--- src/rtl/fft_frame_scheduler.sv ---
// ============================================================================
//  Module   : fft_frame_scheduler
//  Purpose  : Packs audio samples into a ping-pong frame buffer, launches the
//             FFT on each full frame, tracks the peak magnitude bin and
//             emits it as the pitch result on a valid/ready stream.
//  Revision : 1.0 - initial release
// ============================================================================
`default_nettype none

module fft_frame_scheduler #(
    parameter int NSAMPLES = 1024,
    parameter int W        = 16,
    parameter int MW       = 33,
    parameter int MIN_BIN  = 1
) (
    input  logic                        clk,
    input  logic                        reset,
    input  logic                        in_valid,
    output logic                        in_ready,
    input  logic [W-1:0]                in_data,
    output logic                        buf_we,
    output logic                        buf_bank,
    output logic [$clog2(NSAMPLES)-1:0] buf_waddr,
    output logic [W-1:0]                buf_wdata,
    output logic                        fft_start,
    output logic                        fft_bank,
    input  logic                        mag_valid,
    input  logic [MW-1:0]               mag_data,
    output logic                        pitch_valid,
    input  logic                        pitch_ready,
    output logic [$clog2(NSAMPLES)-1:0] pitch_data,
    output logic                        protocol_err
);

    localparam int              c_aw      = $clog2(NSAMPLES);
    localparam logic [c_aw-1:0] c_last    = c_aw'(NSAMPLES - 1);
    localparam logic [c_aw-1:0] c_min_bin = c_aw'(MIN_BIN);

    typedef enum logic [1:0] {
        S_IDLE = 2'd0,
        S_RUN  = 2'd1,
        S_EMIT = 2'd2
    } state_t;

    state_t          r_state;
    state_t          w_state_nxt;
    logic [c_aw-1:0] r_waddr;
    logic            r_wbank;
    logic [1:0]      r_full;
    logic            r_next_fft_bank;
    logic [c_aw-1:0] r_bin;
    logic [MW-1:0]   r_max;
    logic [c_aw-1:0] r_maxbin;
    logic [c_aw-1:0] r_pitch_data;
    logic            r_err;

    logic            w_accept;
    logic            w_frame_done;
    logic            w_launch;
    logic            w_beat_run;
    logic            w_release;
    logic            w_in_search;
    logic            w_better;
    logic [1:0]      w_set;
    logic [1:0]      w_clr;

    // Writer may only fill the bank it points at once that bank is drained.
    assign in_ready     = ~r_full[r_wbank];
    assign w_accept     = in_valid & in_ready;
    assign w_frame_done = w_accept && (r_waddr == c_last);

    // Accepted samples pass straight through to the buffer write port.
    assign buf_we    = w_accept;
    assign buf_bank  = w_accept ? r_wbank : 1'b0;
    assign buf_waddr = w_accept ? r_waddr : '0;
    assign buf_wdata = w_accept ? in_data : '0;

    // Upper half of the spectrum mirrors the lower half, so it is skipped.
    assign w_launch    = (r_state == S_IDLE) && r_full[r_next_fft_bank];
    assign w_beat_run  = (r_state == S_RUN) && mag_valid;
    assign w_release   = w_beat_run && (r_bin == c_last);
    assign w_in_search = (r_bin >= c_min_bin) && !r_bin[c_aw-1];
    assign w_better    = w_beat_run && w_in_search && (mag_data > r_max);

    // Frame completion and release always hit different banks.
    assign w_set = {w_frame_done &  r_wbank,         w_frame_done & ~r_wbank};
    assign w_clr = {w_release    &  r_next_fft_bank, w_release    & ~r_next_fft_bank};

    // The FFT reads the oldest unreleased bank; it only moves on release.
    assign fft_bank     = r_next_fft_bank;
    assign pitch_data   = r_pitch_data;
    assign protocol_err = r_err;

    // FSM state register.
    always_ff @(posedge clk) begin
        if (reset) begin
            r_state <= S_IDLE;
        end else begin
            r_state <= w_state_nxt;
        end
    end

    // FSM next-state and control outputs.
    always_comb begin
        w_state_nxt = r_state;
        fft_start   = 1'b0;
        pitch_valid = 1'b0;
        unique case (r_state)
            S_IDLE: begin
                if (r_full[r_next_fft_bank]) begin
                    fft_start   = 1'b1;
                    w_state_nxt = S_RUN;
                end
            end
            S_RUN: begin
                if (mag_valid && (r_bin == c_last)) begin
                    w_state_nxt = S_EMIT;
                end
            end
            S_EMIT: begin
                pitch_valid = 1'b1;
                if (pitch_ready) begin
                    w_state_nxt = S_IDLE;
                end
            end
            default: w_state_nxt = S_IDLE;
        endcase
    end

    // Write-side address, bank and occupancy tracking.
    always_ff @(posedge clk) begin
        if (reset) begin
            r_waddr <= '0;
            r_wbank <= 1'b0;
            r_full  <= 2'b00;
        end else begin
            if (w_accept) begin
                r_waddr <= r_waddr + 1'b1;
            end
            if (w_frame_done) begin
                r_wbank <= ~r_wbank;
            end
            r_full <= (r_full | w_set) & ~w_clr;
        end
    end

    // Peak search over the magnitude stream and pitch result capture.
    always_ff @(posedge clk) begin
        if (reset) begin
            r_bin           <= '0;
            r_max           <= '0;
            r_maxbin        <= '0;
            r_pitch_data    <= '0;
            r_next_fft_bank <= 1'b0;
            r_err           <= 1'b0;
        end else begin
            if (w_launch) begin
                r_bin    <= '0;
                r_max    <= '0;
                r_maxbin <= '0;
            end else if (w_beat_run) begin
                r_bin <= r_bin + 1'b1;
                if (w_better) begin
                    r_max    <= mag_data;
                    r_maxbin <= r_bin;
                end
            end
            if (w_release) begin
                r_next_fft_bank <= ~r_next_fft_bank;
                r_pitch_data    <= r_maxbin;
            end
            if (mag_valid && (r_state != S_RUN)) begin
                r_err <= 1'b1;
            end
        end
    end

endmodule

`default_nettype wire
--- config.mk ---
export PLATFORM = sky130hd
export DESIGN_NAME = fft_frame_scheduler
export DESIGN_NICKNAME = d
export VERILOG_FILES = /design/src/rtl/fft_frame_scheduler.sv
export SDC_FILE = /design/constraint.sdc
export NUM_CORES = 1
export LEC_CHECK = 0
export CORE_ASPECT_RATIO = 1.5
export CORE_MARGIN = 5
export CORE_UTILIZATION = 30
export DETAILED_ROUTE_END_ITERATION = 10
export DONT_BUFFER_PORTS = 1
export GPL_TIMING_DRIVEN = 0
export MAX_ROUTING_LAYER = met4
export SYNTH_ARGS = -nofsm -noshare
export SYNTH_HDL_FRONTEND = slang
export SYNTH_SLANG_ARGS = --single-unit
--- constraint.sdc ---
create_clock -name clk -period 2.8 [get_ports clk]
set_input_delay 0.28 -clock clk [delete_from_list [all_inputs] [get_ports clk]]
set_output_delay 0.28 -clock clk [all_outputs]
set_load 0.03 [all_outputs]
==> reports/results.txt <==
Fillers -> 1,665
Compound-Gate Fraction of Synth Area -> 21.6%
Via density -> 5.75
Routed WL -> 13,800 microns
Mux cell area share after synthesis -> 2.75%
Sequential area share after synthesis -> 33.8%
Final hold violations -> 0
CTS tree -> yes
DP Area -> 0.00499 sq mm
Max-Cap Viols -> 0
Number of port buffers -> 0
Pre-Repair DR Iteration Count -> 5
R2R Path Start -> r_max[32]
Post-synth EDFFs -> 0
Via Count -> 4,401
Die X -> 113 microns
Leak -> 1.84 nW
Part of the power in registers -> 45.2%
CTS Buf Count -> 9
R2r worst-path depth -> 10
CTS hold repair buffers -> 0
CP Launch Type -> flop
Unique masters post-synth -> 46
Hold_sp -> mag_valid
Layout cells sized above 1 -> 10.1%
YS warnings -> 0
Async SR Flop Fraction -> 0%
Gate power share -> 8.3%
Detail Placement HPWL -> 10,500 microns
PwrDens -> 473 mW/mm^2
# setup viols final -> 0
Die ar. -> 0.0185 sq mm
Tot GR Track Use -> 15.3%
Drc violations -> 0
Reg clk slew, reported paths -> 0.06 ns
Final Cell Area -> 0.00538 sq mm
DRT iter0 DRCs -> 272
CTS Root Cell -> clkbuf_16
CTS H-tree lvls -> 3
Routed WL per cell -> 18.0 microns
Skew final -> 0.00889 ns
Worst min path class -> input port to flop
P_sw -> 0.000608 W
Simple-gate share of the synthesized area -> 21.5%
Clock power share -> 46.5%
Critical Path AT -> 2.87 ns
Period utilisation layout -> 95.5%
Sw Ratio -> 23.9%
Clock buffer depth -> 2
First-pass GRT wire length -> 22,500 microns
CP required -> 2.99 ns
Largest family of logic cells by synthesized area -> compound AO/OA/AOI/OAI gates
Most used DFF post-synth -> dfxtp_1
R2r setup slk -> 0.13 ns
CP endpoint kind -> flop
Worst Tran Pin Value -> 1.03 ns
Post-synthesis register bit count -> 80
Final Slew Violations -> 0
R2R Path End -> r_max[12]
Mapped cell area -> 0.00474 sq mm
Fmax -> 374 MHz
P_int -> 0.00194 W
Status -> complete, no violations
Global placer's final weighted congestion -> 0.860
Maximum vdd ir drop -> 0.000238 V
Largest net degree at the start of global routing -> 13
Vias in the first global route -> 4,540
Syn Nets -> 638
Initial antenna violation count -> 0
DIE HEIGHT -> 164 microns
Hold Path End -> protocol_err
Area grow syn2layout -> 13.6%
GRT overflow -> 0
Gate Count Post-Synth -> 547
Slew margin rel. -> 31.5%
Minimum clock period -> 2.67 ns
Row cnt -> 56
WS Path Type -> flop to flop
XOR/XNOR Fraction of Synth Area -> 2.40%
Diode count -> 0
Starting density of the core -> 30.4%
CP Max Fanout -> 10
Core area -> 0.0156 sq mm
Adder-Cell Fraction of Synth Area -> 9.78%
RSZ-0062 raised after global routing -> no
Syn Area/Cell -> 8.66 sq um
Setup_tns -> 0 ns
Nets -> 649
Worst Hold Path Cells -> 2
Clock Latency Late Sink -> 0.34 ns
Sinks on Clock Net -> 80
Post-route ant nets -> 0
I/O Pins -> 97
-- stage by stage --
| step | cells | util [%] | power, W | worst slack (ns) | hold WS (ns) |
|---|---|---|---|---|---|
| after global placement | 750 | 32.1 | 0.00137 | -0.560 | 0.431 |
| after floorplan | 547 | - | 0.00133 | 0.0952 | 0.421 |
| after global routing | 766 | 34.6 | 0.00266 | 0.00946 | 0.137 |
| after detailed placement | 750 | 32.1 | 0.00138 | -0.631 | 0.461 |
| after CTS | 766 | 34.1 | 0.00258 | 0.0122 | 0.117 |
| final | 766 | 34.6 | 0.00254 | 0.127 | 0.120 |
-- worst max-delay path by stage --
stage | start | cells past startpoint | endpoint | slack [ns]
5_1_grt | r_max[32] | 10 | r_max[11] | 0.009
3_3_place_gp | fft_bank | 7 | r_bin[6] | -0.56
2_1_floorplan | fft_bank | 7 | r_bin[0] | 0.1
4_1_cts | r_max[28] | 10 | r_max[22] | 0.01
6_report | r_max[32] | 10 | r_max[12] | 0.13
3_5_place_dp | fft_bank | 7 | r_bin[6] | -0.63
-- worst max-delay path: stages (launching register included) --
cell       delay [ns]
dfxtp_1          0.33
inv_1            0.07
ha_1             0.33
nand4_4          0.13
or4_4            0.57
or2_4            0.28
o21a_1           0.22
buf_6            0.16
clkbuf_4         0.19
o2111ai_1        0.10
o311ai_1         0.14
-- metal layers --
layer  vias to the layer above  global-route usage, %  part of all wire, %
met5                         -                      -                    0
met3                        18                   5.01                  8.9
met1                      2100                   15.9                   38
met4                         0                   3.88                  1.1
met2                       153                   27.7                   52
li1                       2130                      -                    -
-- power by group through the flow --
stage	sequential, W	clock (W)	combinational [W]
6_report	0.00115	0.00118	0.000212
5_1_grt	0.00115	0.00128	0.000234
4_1_cts	0.00115	0.00123	0.000204
3_5_place_dp	0.00117	0	0.000203
3_3_place_gp	0.00117	0	0.000199
2_1_floorplan	0.00117	0	0.000155
-- registers in the layout, indices dropped and copies added (netlist names) --
register      count
r_max            33
r_full            2
r_state           2
pitch_data       10
protocol_err      1
r_maxbin         10
r_waddr          10
fft_bank          1
r_bin            10
r_wbank           1
-- cells in the final DEF, fill, tap and decap left out, types with 8 or more instances in the layout --
| master | netlist | final |
|---|---|---|
| dfxtp_1 | 80 | 80 |
| nand4_1 | 49 | 49 |
| o2111ai_1 | 42 | 42 |
| inv_1 | 41 | 41 |
| ha_1 | 37 | 36 |
| nor2_1 | 34 | 34 |
| clkbuf_1 | 38 | 30 |
| and3_1 | 29 | 29 |
| nand3_1 | 28 | 28 |
| a21oi_1 | 24 | 24 |
| o311ai_1 | 22 | 22 |
| nand2_1 | 21 | 21 |
| o21ai_0 | 13 | 13 |
| mux2i_1 | 13 | 12 |
| clkbuf_2 | 0 | 10 |
| o311ai_2 | 10 | 10 |
| clkbuf_16 | 0 | 9 |
| or3_1 | 8 | 8 |
| xor2_1 | 8 | 8 |
-- cell type report --
| type | instances | area [sq um] | area share (%) |
|---|---|---|---|
| Sequential cell | 80 | 1600 | 29.8 |
| Inverter | 41 | 154 | 2.86 |
| Clock inverter | 3 | 40.0 | 0.744 |
| Buffer | 49 | 240 | 4.47 |
| Timing Repair Buffer | 1 | 7.51 | 0.140 |
| Multi-Input combinational cell | 376 | 2820 | 52.5 |
| Clock buffer | 13 | 260 | 4.84 |
| Tap cell | 203 | 254 | 4.72 |
-- synthesized netlist by cell type (2+ instances only) --
library cell   n  area share (%)
dfxtp_1       80              34
nand4_1       49             6.5
o2111ai_1     42             7.8
inv_1         41             3.2
clkbuf_1      38             3.0
ha_1          37             9.8
nor2_1        34             2.7
and3_1        29             3.8
nand3_1       28             3.0
a21oi_1       24             2.5
o311ai_1      22             4.1
nand2_1       21             1.7
mux2i_1       13             2.7
o21ai_0       13             1.4
o311ai_2      10             3.4
or3_1          8             1.1
xor2_1         8             1.5
nor3_1         7            0.74
buf_2          6            0.63
xnor2_1        5            0.92
buf_6          4            0.95
and4_1         3            0.55
a211oi_1       2            0.32
-- cell families after synthesis --
| family | after synthesis |
|---|---|
| AND/OR/NAND/NOR | 188 |
| AO/OA/AOI/OAI | 125 |
| buffers and inverters | 91 |
| flip-flops | 80 |
| adder cells (fa/ha/maj) | 37 |
| XOR/XNOR | 13 |
| multiplexers | 13 |
-- what timing repair did --
item	CTS	global route
buffers inserted	0	1
pin swaps	0	4
setup endpoints to repair	53	64
gates resized for setup	7	22
No activity file was read; power rests on OpenSTA's default activity.
